[config.mk]
export PLATFORM = sky130hd
export DESIGN_NAME = cube_seq_ctrl_flat
export DESIGN_NICKNAME = d
export VERILOG_FILES = /design/src/rtl/cube_seq_if.sv /design/src/rtl/cube_seq_ctrl.sv /design/src/flat_wrapper.sv
export SDC_FILE = /design/constraint.sdc
export NUM_CORES = 1
export LEC_CHECK = 0
export ABC_AREA = 0
export CAP_MARGIN = 20
export CORE_MARGIN = 2
export CORE_UTILIZATION = 52
export DETAILED_ROUTE_END_ITERATION = 12
export PLACE_DENSITY_LB_ADDON = 0.3
export SYNTH_ARGS = -nofsm -noshare
export SYNTH_HDL_FRONTEND = slang
export SYNTH_SLANG_ARGS = --single-unit
[constraint.sdc]
create_clock -name clk -period 3.4 [get_ports clk]
set_input_delay 0.68 -clock clk [delete_from_list [all_inputs] [get_ports clk]]
set_output_delay 0.68 -clock clk [all_outputs]
set_load 0.05 [all_outputs]
[src/rtl/cube_seq_if.sv]
// Bundle between the cube sequencing controller and the agent that drives it.
// Strobe semantics: load is a single-cycle completion strobe sampled on the
// rising clock edge; match is meaningful only in the same cycle as load while
// the controller is in CHECK. run is a level request; abort is a synchronous
// one-cycle (or longer) request. There is no back-pressure: every load seen in
// CHANGE/CHECK is consumed in that cycle.
interface cube_seq_if #(
  parameter int IW = 4
);
  logic          run;
  logic          load;
  logic          match;
  logic          abort;
  logic [IW-1:0] iter_limit;

  logic [2:0]    q;
  logic          change_en;
  logic          check_en;
  logic          busy;
  logic          done;
  logic          fail;
  logic [IW-1:0] iter_cnt;

  // Agent side: drives requests, observes controller status.
  modport master (
    output run, load, match, abort, iter_limit,
    input  q, change_en, check_en, busy, done, fail, iter_cnt
  );

  // Controller side.
  modport slave (
    input  run, load, match, abort, iter_limit,
    output q, change_en, check_en, busy, done, fail, iter_cnt
  );
endinterface

[src/rtl/cube_seq_ctrl.sv]
// Change/check iteration sequencer: alternates CHANGE and CHECK phases until a
// check matches, the iteration limit runs out, a phase times out, or abort.
// The state register is exported on q so checkers can observe the FSM.
module cube_seq_ctrl #(
  parameter int IW      = 4,
  parameter int TW      = 8,
  parameter int TIMEOUT = 200
) (
  input  logic       clk,
  input  logic       rst_n,
  cube_seq_if.slave  bus
);

  typedef enum logic [2:0] {
    S_IDLE   = 3'd0,
    S_CHANGE = 3'd1,
    S_CHECK  = 3'd2,
    S_FIN    = 3'd3,
    S_ERR    = 3'd4
  } state_e;

  localparam bit            TO_EN        = (TIMEOUT != 0);
  localparam logic [TW-1:0] TIMEOUT_LAST = TW'(TIMEOUT - 1);
  localparam logic [TW-1:0] TIMER_ONE    = TW'(1);
  localparam logic [IW:0]   ITER_ONE     = (IW+1)'(1);
  localparam logic [IW-1:0] LIMIT_ONE    = IW'(1);

  state_e        state_q, state_d;
  logic [IW-1:0] iter_q, iter_d;
  logic [IW-1:0] limit_q, limit_d;
  logic [TW-1:0] timer_q, timer_d;
  logic          fail_q, fail_d;

  // Counter compare is done one bit wider so iter+1 can never alias the limit.
  logic [IW:0]   iter_next;
  logic          timeout_hit;

  // Next-state and next-datapath computation; priority abort > load > timeout.
  always_comb begin
    state_d     = state_q;
    iter_d      = iter_q;
    limit_d     = limit_q;
    timer_d     = timer_q;
    fail_d      = fail_q;
    iter_next   = {1'b0, iter_q} + ITER_ONE;
    timeout_hit = TO_EN && (timer_q == TIMEOUT_LAST) && !bus.load;

    if (bus.abort && (state_q != S_IDLE)) begin
      state_d = S_IDLE;
      iter_d  = '0;
      timer_d = '0;
      fail_d  = 1'b0;
    end else begin
      case (state_q)
        S_IDLE: begin
          // Abort while idle wins over run: stay idle.
          if (bus.run && !bus.abort) begin
            state_d = S_CHANGE;
            iter_d  = '0;
            limit_d = (bus.iter_limit == '0) ? LIMIT_ONE : bus.iter_limit;
            timer_d = '0;
            fail_d  = 1'b0;
          end
        end
        S_CHANGE: begin
          if (bus.load) begin
            state_d = S_CHECK;
            timer_d = '0;
          end else if (timeout_hit) begin
            state_d = S_ERR;
            timer_d = '0;
            fail_d  = 1'b1;
          end else begin
            timer_d = timer_q + TIMER_ONE;
          end
        end
        S_CHECK: begin
          if (bus.load) begin
            timer_d = '0;
            if (bus.match) begin
              state_d = S_FIN;
              fail_d  = 1'b0;
            end else begin
              iter_d = iter_next[IW-1:0];
              if (iter_next >= {1'b0, limit_q}) begin
                state_d = S_FIN;
                fail_d  = 1'b1;
              end else begin
                state_d = S_CHANGE;
              end
            end
          end else if (timeout_hit) begin
            state_d = S_ERR;
            timer_d = '0;
            fail_d  = 1'b1;
          end else begin
            timer_d = timer_q + TIMER_ONE;
          end
        end
        S_FIN, S_ERR: begin
          // Result is held for the requester until it drops run.
          if (!bus.run) begin
            state_d = S_IDLE;
          end
        end
        default: begin
          state_d = S_IDLE;
          iter_d  = '0;
          timer_d = '0;
          fail_d  = 1'b0;
        end
      endcase
    end
  end

  // All controller state; async reset matches the power-on condition.
  always_ff @(posedge clk or negedge rst_n) begin
    if (!rst_n) begin
      state_q <= S_IDLE;
      iter_q  <= '0;
      limit_q <= LIMIT_ONE;
      timer_q <= '0;
      fail_q  <= 1'b0;
    end else begin
      state_q <= state_d;
      iter_q  <= iter_d;
      limit_q <= limit_d;
      timer_q <= timer_d;
      fail_q  <= fail_d;
    end
  end

  // Status decodes of the state register.
  assign bus.q         = state_q;
  assign bus.change_en = (state_q == S_CHANGE);
  assign bus.check_en  = (state_q == S_CHECK);
  assign bus.busy      = (state_q == S_CHANGE) || (state_q == S_CHECK);
  assign bus.done      = (state_q == S_FIN);
  assign bus.fail      = fail_q;
  assign bus.iter_cnt  = iter_q;

endmodule

[src/flat_wrapper.sv]
// flat-port wrapper written by rule: the top's interface ports become plain ports
module cube_seq_ctrl_flat 
#(
  parameter int IW      = 4,
  parameter int TW      = 8,
  parameter int TIMEOUT = 200
)
  (clk, rst_n, bus_run, bus_load, bus_match, bus_abort, bus_iter_limit, bus_q, bus_change_en, bus_check_en, bus_busy, bus_done, bus_fail, bus_iter_cnt);
  cube_seq_if #(.IW(IW)) bus_i ();
  input  logic clk;
  input  logic rst_n;
  input wire logic [$bits(bus_i.run)-1:0] bus_run;
  input wire logic [$bits(bus_i.load)-1:0] bus_load;
  input wire logic [$bits(bus_i.match)-1:0] bus_match;
  input wire logic [$bits(bus_i.abort)-1:0] bus_abort;
  input wire logic [$bits(bus_i.iter_limit)-1:0] bus_iter_limit;
  output wire logic [$bits(bus_i.q)-1:0] bus_q;
  output wire logic [$bits(bus_i.change_en)-1:0] bus_change_en;
  output wire logic [$bits(bus_i.check_en)-1:0] bus_check_en;
  output wire logic [$bits(bus_i.busy)-1:0] bus_busy;
  output wire logic [$bits(bus_i.done)-1:0] bus_done;
  output wire logic [$bits(bus_i.fail)-1:0] bus_fail;
  output wire logic [$bits(bus_i.iter_cnt)-1:0] bus_iter_cnt;
  assign bus_i.run = bus_run;
  assign bus_i.load = bus_load;
  assign bus_i.match = bus_match;
  assign bus_i.abort = bus_abort;
  assign bus_i.iter_limit = bus_iter_limit;
  assign bus_q = bus_i.q;
  assign bus_change_en = bus_i.change_en;
  assign bus_check_en = bus_i.check_en;
  assign bus_busy = bus_i.busy;
  assign bus_done = bus_i.done;
  assign bus_fail = bus_i.fail;
  assign bus_iter_cnt = bus_i.iter_cnt;
  cube_seq_ctrl #(.IW(IW), .TW(TW), .TIMEOUT(TIMEOUT)) u_core (.clk(clk), .rst_n(rst_n), .bus(bus_i));
endmodule
* After elaboration in Yosys (flattened, before gate mapping) *
Index checks and enable logic that the tools add are counted.

operators by class
  reduce and logical (&&, ||, !) cells = 17
  muxes and demuxes = 28
  add/subtract/negate cells = 2
  $lt $le $gt $ge = 1
  bitwise logic cells = 1
  equality and inequality tests = 13

operators by type and width
  cell                                                                   count
  8-bit 2-to-1 mux                                                       4
  8-bit case mux with 3 select lines                                     1
  3-bit 2-to-1 mux                                                       7
  4-bit 2-to-1 mux                                                       5
  3-bit by 2-bit != test with 1-bit output, second input constant        4
  3-bit case mux with 4 select lines                                     1
  4-bit case mux with 3 select lines                                     1
  8-bit by 1-bit adder with 8-bit output, second input constant          1
  8-bit equality test, second input constant                             1
  4-bit AND reduction                                                    2
  1-bit 2-to-1 mux                                                       7
  3-bit by 2-bit equality test with 1-bit output, second input constant  2
  4-bit by 1-bit adder with 5-bit output, second input constant          1
  5-bit by 4-bit >= comparator with 1-bit output                         1
  5-bit by 3-bit != test with 1-bit output, second input constant        1
  4-bit logical NOT                                                      1
  2-bit by 1-bit != test with 1-bit output, second input constant        2
  1-bit case mux with 4 select lines                                     1
  2-bit AND reduction                                                    2
  2-bit OR reduction                                                     2
  3-bit by 1-bit equality test with 1-bit output, second input constant  1
  3-bit equality test, second input constant                             1
  1-bit logical AND                                                      3
  3-bit logical NOT                                                      1
  8 further kinds                                                        9

word-level totals
  bits of input ports = 10
  bits in registers = 20
  logic and storage cells = 67

* Longest topological paths before layout *
  depth in word-level cells = 7
  gate-level depth with buffers = 7
  depth with buffers taken out = 7

* Worst setup path after synthesis *
Ideal clock, no wire load.

  path type = flip-flop to output port
  start point = reg u_core.state_q[0] (netlist: u_core.bus.q[0])
  end point = out bus_change_en
  data arrival time = 2.283 ns
  path buffers = 1
  stages on the path, launching flop included = 3
  required time = 2.720 ns
  slack = 0.437 ns
  path through = dfrtp_1 > clkbuf_1 > nor3b_1

between the ends
  longest elaborated chain between the ends = 1

ends and longest elaborated chain
  element                                         RTL line              source
  start, declared                                 cube_seq_ctrl.sv:28   state_e state_q, state_d;
  start signal, assigned                          cube_seq_ctrl.sv:125  state_q <= state_d;
  3-bit by 1-bit equality test with 1-bit output  cube_seq_ctrl.sv:135  assign bus.change_en = (state_q == S_CHANGE);
  end, declared                                   flat_wrapper.sv:18    output wire logic [$bits(bus_i.change_en)-1:0] bus_change_en;

No other way between the ends.

* Worst setup path after layout *
  start point = reg u_core.state_q[1] (netlist: u_core.bus.q[1])
  end point = out bus_check_en

between the ends
  longest elaborated chain between the ends = 1

ends and longest elaborated chain
  element                                         RTL line              source
  3-bit by 2-bit equality test with 1-bit output  cube_seq_ctrl.sv:136  assign bus.check_en = (state_q == S_CHECK);
  end, declared                                   flat_wrapper.sv:19    output wire logic [$bits(bus_i.check_en)-1:0] bus_check_en;

No other way between the ends.

==> metrics <==
layout cells sized above 1=4.73%; slew margin rel.=about two fifths; All-Layer GR Usage=22.8%; Rows=17; Vias=1156; Post-Syn Area=roughly 0.0012 mm²; clk_lat worst skew=~310 ps; fin area=about 0.0015 mm²; post-synth top area share=just under 40%; Yosys top cell by area=dfrtp_1; TritonCTS clock tree=yes; CP Max Fanout=12; I/O pins=22; Sw Ratio=between 30% and 40%; Area contributors post-synth=dfrtp_1, o21ai_0, ha_1; DP HPWL=roughly 2100 µm; Setup crit start kind=flip-flop; sw power=0.000185 W; Worst path top cell family by delay=buffers and inverters; RSZ-0062 raised after global routing=no; Synth Register Bits=20; Slew Limit Fails=0; CTS resizes=0; final WL=2720 µm; Syn Nets=roughly 160; Critical Path AT=around 2200 ps; number of synthesized flops with an enable pin=0; Worst-Margin Slew=880 ps; Yosys cell types=35; total core area=about 0.0022 mm²; initial core utilization=approximately 55%; Hold Vio Cnt, Final=0; FMAX=around 0.35 GHz; area growth from synthesis to layout=21.8%; number of global-route vias before repair=between 1000 and 1500; register area share after synthesis=between 40% and 50%; RePlAce Congestion=approximately 0.84; H-tree Lvls=1; hold buffer count at cts=0; Comb power frac=about 25%; CP required=around 2700 ps; Min-Delay Path Class=reg2reg; Internal Pwr Total=about 0.00038 W; TritonCTS Buffers=3; Root Buffer Master=clkbuf_4; CP cell instances=inv_1, nor3_1, clkdlybuf4s50_1; pre-CTS setup slack=663 ps; ANT nets after route=0; routed vias/inst=5.87; initial antenna violation count=0; Die Area=around 0.0028 mm²; final worst slack=approximately 500 ps; chip width=roughly 53 µm; largest net degree at the start of global routing=21; YS warnings=0; Design Power=roughly 0.00056 W; Num Clock Sinks=20; MaxCap Viol Count=0; Setup TNS=0 ps; Crit. End Element=primary output; WP buf/inv=2; Worst VDD drop=about 0.00022 V; status=completed; Ant. Diodes=0; grt ovf=0; leakage power=roughly 0.63 nW; Worst-path clk slew=120 ps; share of power burned in registers=approximately half; die height=approximately 53 µm; Post-Syn Area per Cell=slightly above 8 µm²; PortBufs=21; Gate Count Post-Synth=approximately 150; PwrDens=about 370 mW/mm²; Pre-Repair DR Iteration Count=4; critical path class=reg2out; 1st-iter DRT viols=32; fill count=192; Main synth FF type=dfrtp_1; Remaining DRCs=0; Final #Nets=between 150 and 200; placed cell areas=0.00146 mm²; first-pass GRT wire length=between 4000 and 5000 µm; CTS Buffer Depth=2; final cell count without fillers=slightly below 200; Final period util=84.9%; final setup vio count=0; clock skew=between 4 and 5 ps; Clock power frac=approximately 26%; post-CTS setup buffers=0; Tmin final=2890 ps; CP max stage delay=slightly below 900 ps; slowest library cell on the worst path=clkdlybuf4s50_1; Routed WL per cell=roughly 14 µm; placed insts=~190; asr flop ratio synth=100%
## cell usage in the layout (no fill, tap or decap), drive strengths merged
cell,n
nor3b,2
clkbuf,4
a21oi,8
nor2b,1
a31oi,1
nand2,18
inv,7
a2bb2oi,1
o211ai,1
nand2b,5
nor4,1
ha,6
and3,1
nor4bb,1
dfstp,1
o21ai,19
buf,1
nand3,8
o22ai,4
and4,1
xor2,1
nand3b,2
or4b,2
dfrtp,19
nor3,6
or3,3
clkdlybuf4s50,21
nor2,13
or2,3
a22o,2
o31ai,1
a311oi,1
and3b,1
o221a,1
xnor2,2
## state kept, by name (all words and copies together) (netlist names)
name	flops
u_core.timer_q	8
u_core.bus.q	3
u_core.limit_q	4
u_core.bus.fail	1
u_core.bus.iter_cnt	4
## cell usage after synthesis, drive strengths merged, types with 3 or more instances
| cell | number |
|---|---|
| a21oi | 8 |
| clkbuf | 3 |
| dfrtp | 19 |
| ha | 6 |
| inv | 7 |
| nand2 | 18 |
| nand2b | 5 |
| nand3 | 8 |
| nor2 | 13 |
| nor3 | 6 |
| o21ai | 19 |
| o22ai | 4 |
| or2 | 3 |
| or3 | 3 |
## layout make-up
cell class                 count  area, µm²  share of cell area [%]
multi-input combinational    116        681                    45.4
sequential                    20        502                    33.5
clock buffer                   4       36.3                    2.42
timing repair buffer          22        218                    14.5
inverter                       7       26.3                    1.75
tap                           28       35.0                    2.34
## power groups by stage
stage	registers, W	clock network [W]	logic [W]
3_3_place_gp	0.000276	0	0.000140
2_1_floorplan	0.000279	0	0.0000879
5_1_grt	0.000276	0.000157	0.000159
6_report	0.000273	0.000145	0.000143
3_5_place_dp	0.000277	0	0.000144
4_1_cts	0.000273	0.000146	0.000144
## stage by stage
stage | hold WS, ps | util (%)
3_3_place_gp | 497 | 65.4
2_1_floorplan | 384 | -
3_5_place_dp | 505 | 65.4
6_report | 518 | 67.1
4_1_cts | 522 | 67.1
5_1_grt | 559 | 67.1
## tightest hold or removal path: stages, from the launching register on
cell and delay (ps):
dfstp_2 390, nor2_1 90, a21oi_1 50
## path summary, 6_finish.rpt
| check | start | endpoint | slack [ps] | cells after the start |
|---|---|---|---|---|
| max | u_core.bus.q[1]$_DFFE_PN0P_ | bus_check_en | 510 | 3 |
| min | u_core.limit_q[0]$_DFFE_PN1P_ | u_core.limit_q[0]$_DFFE_PN1P_ | 520 | 2 |
| max reg2reg | u_core.bus.iter_cnt[0]$_DFFE_PN0P_ | u_core.bus.fail$_DFFE_PN0P_ | 1260 | 7 |
| min reg2reg | u_core.limit_q[0]$_DFFE_PN1P_ | u_core.limit_q[0]$_DFFE_PN1P_ | 520 | 2 |
| max in group asynchronous | rst_n | u_core.timer_q[1]$_DFFE_PN0P_ | 2010 | 1 |
| min in group asynchronous | rst_n | u_core.bus.iter_cnt[2]$_DFFE_PN0P_ | 850 | 1 |
## routing by layer
metal | vias to the layer above | wire length [µm] | global-route usage (%)
met5 | - | 0 | 0
met4 | 0 | 35 | 6.41
met3 | 5 | 109 | 3.71
met2 | 34 | 1390 | 40.0
met1 | 546 | 1190 | 28.5
li1 | 571 | - | -
## cells by family (layout without fill, tap and decap cells)
logic type      count (synthesis)  count (layout)  synth area share (%)
simple gates                   68              68                  28.6
xor+xnor                        3               3                  2.14
buf+inv                        12              33                  3.87
flops                          20              20                  40.8
compound gates                 39              39                  18.5
fa+ha+maj                       6               6                  6.10
No activity file was read; power rests on OpenSTA's default activity.
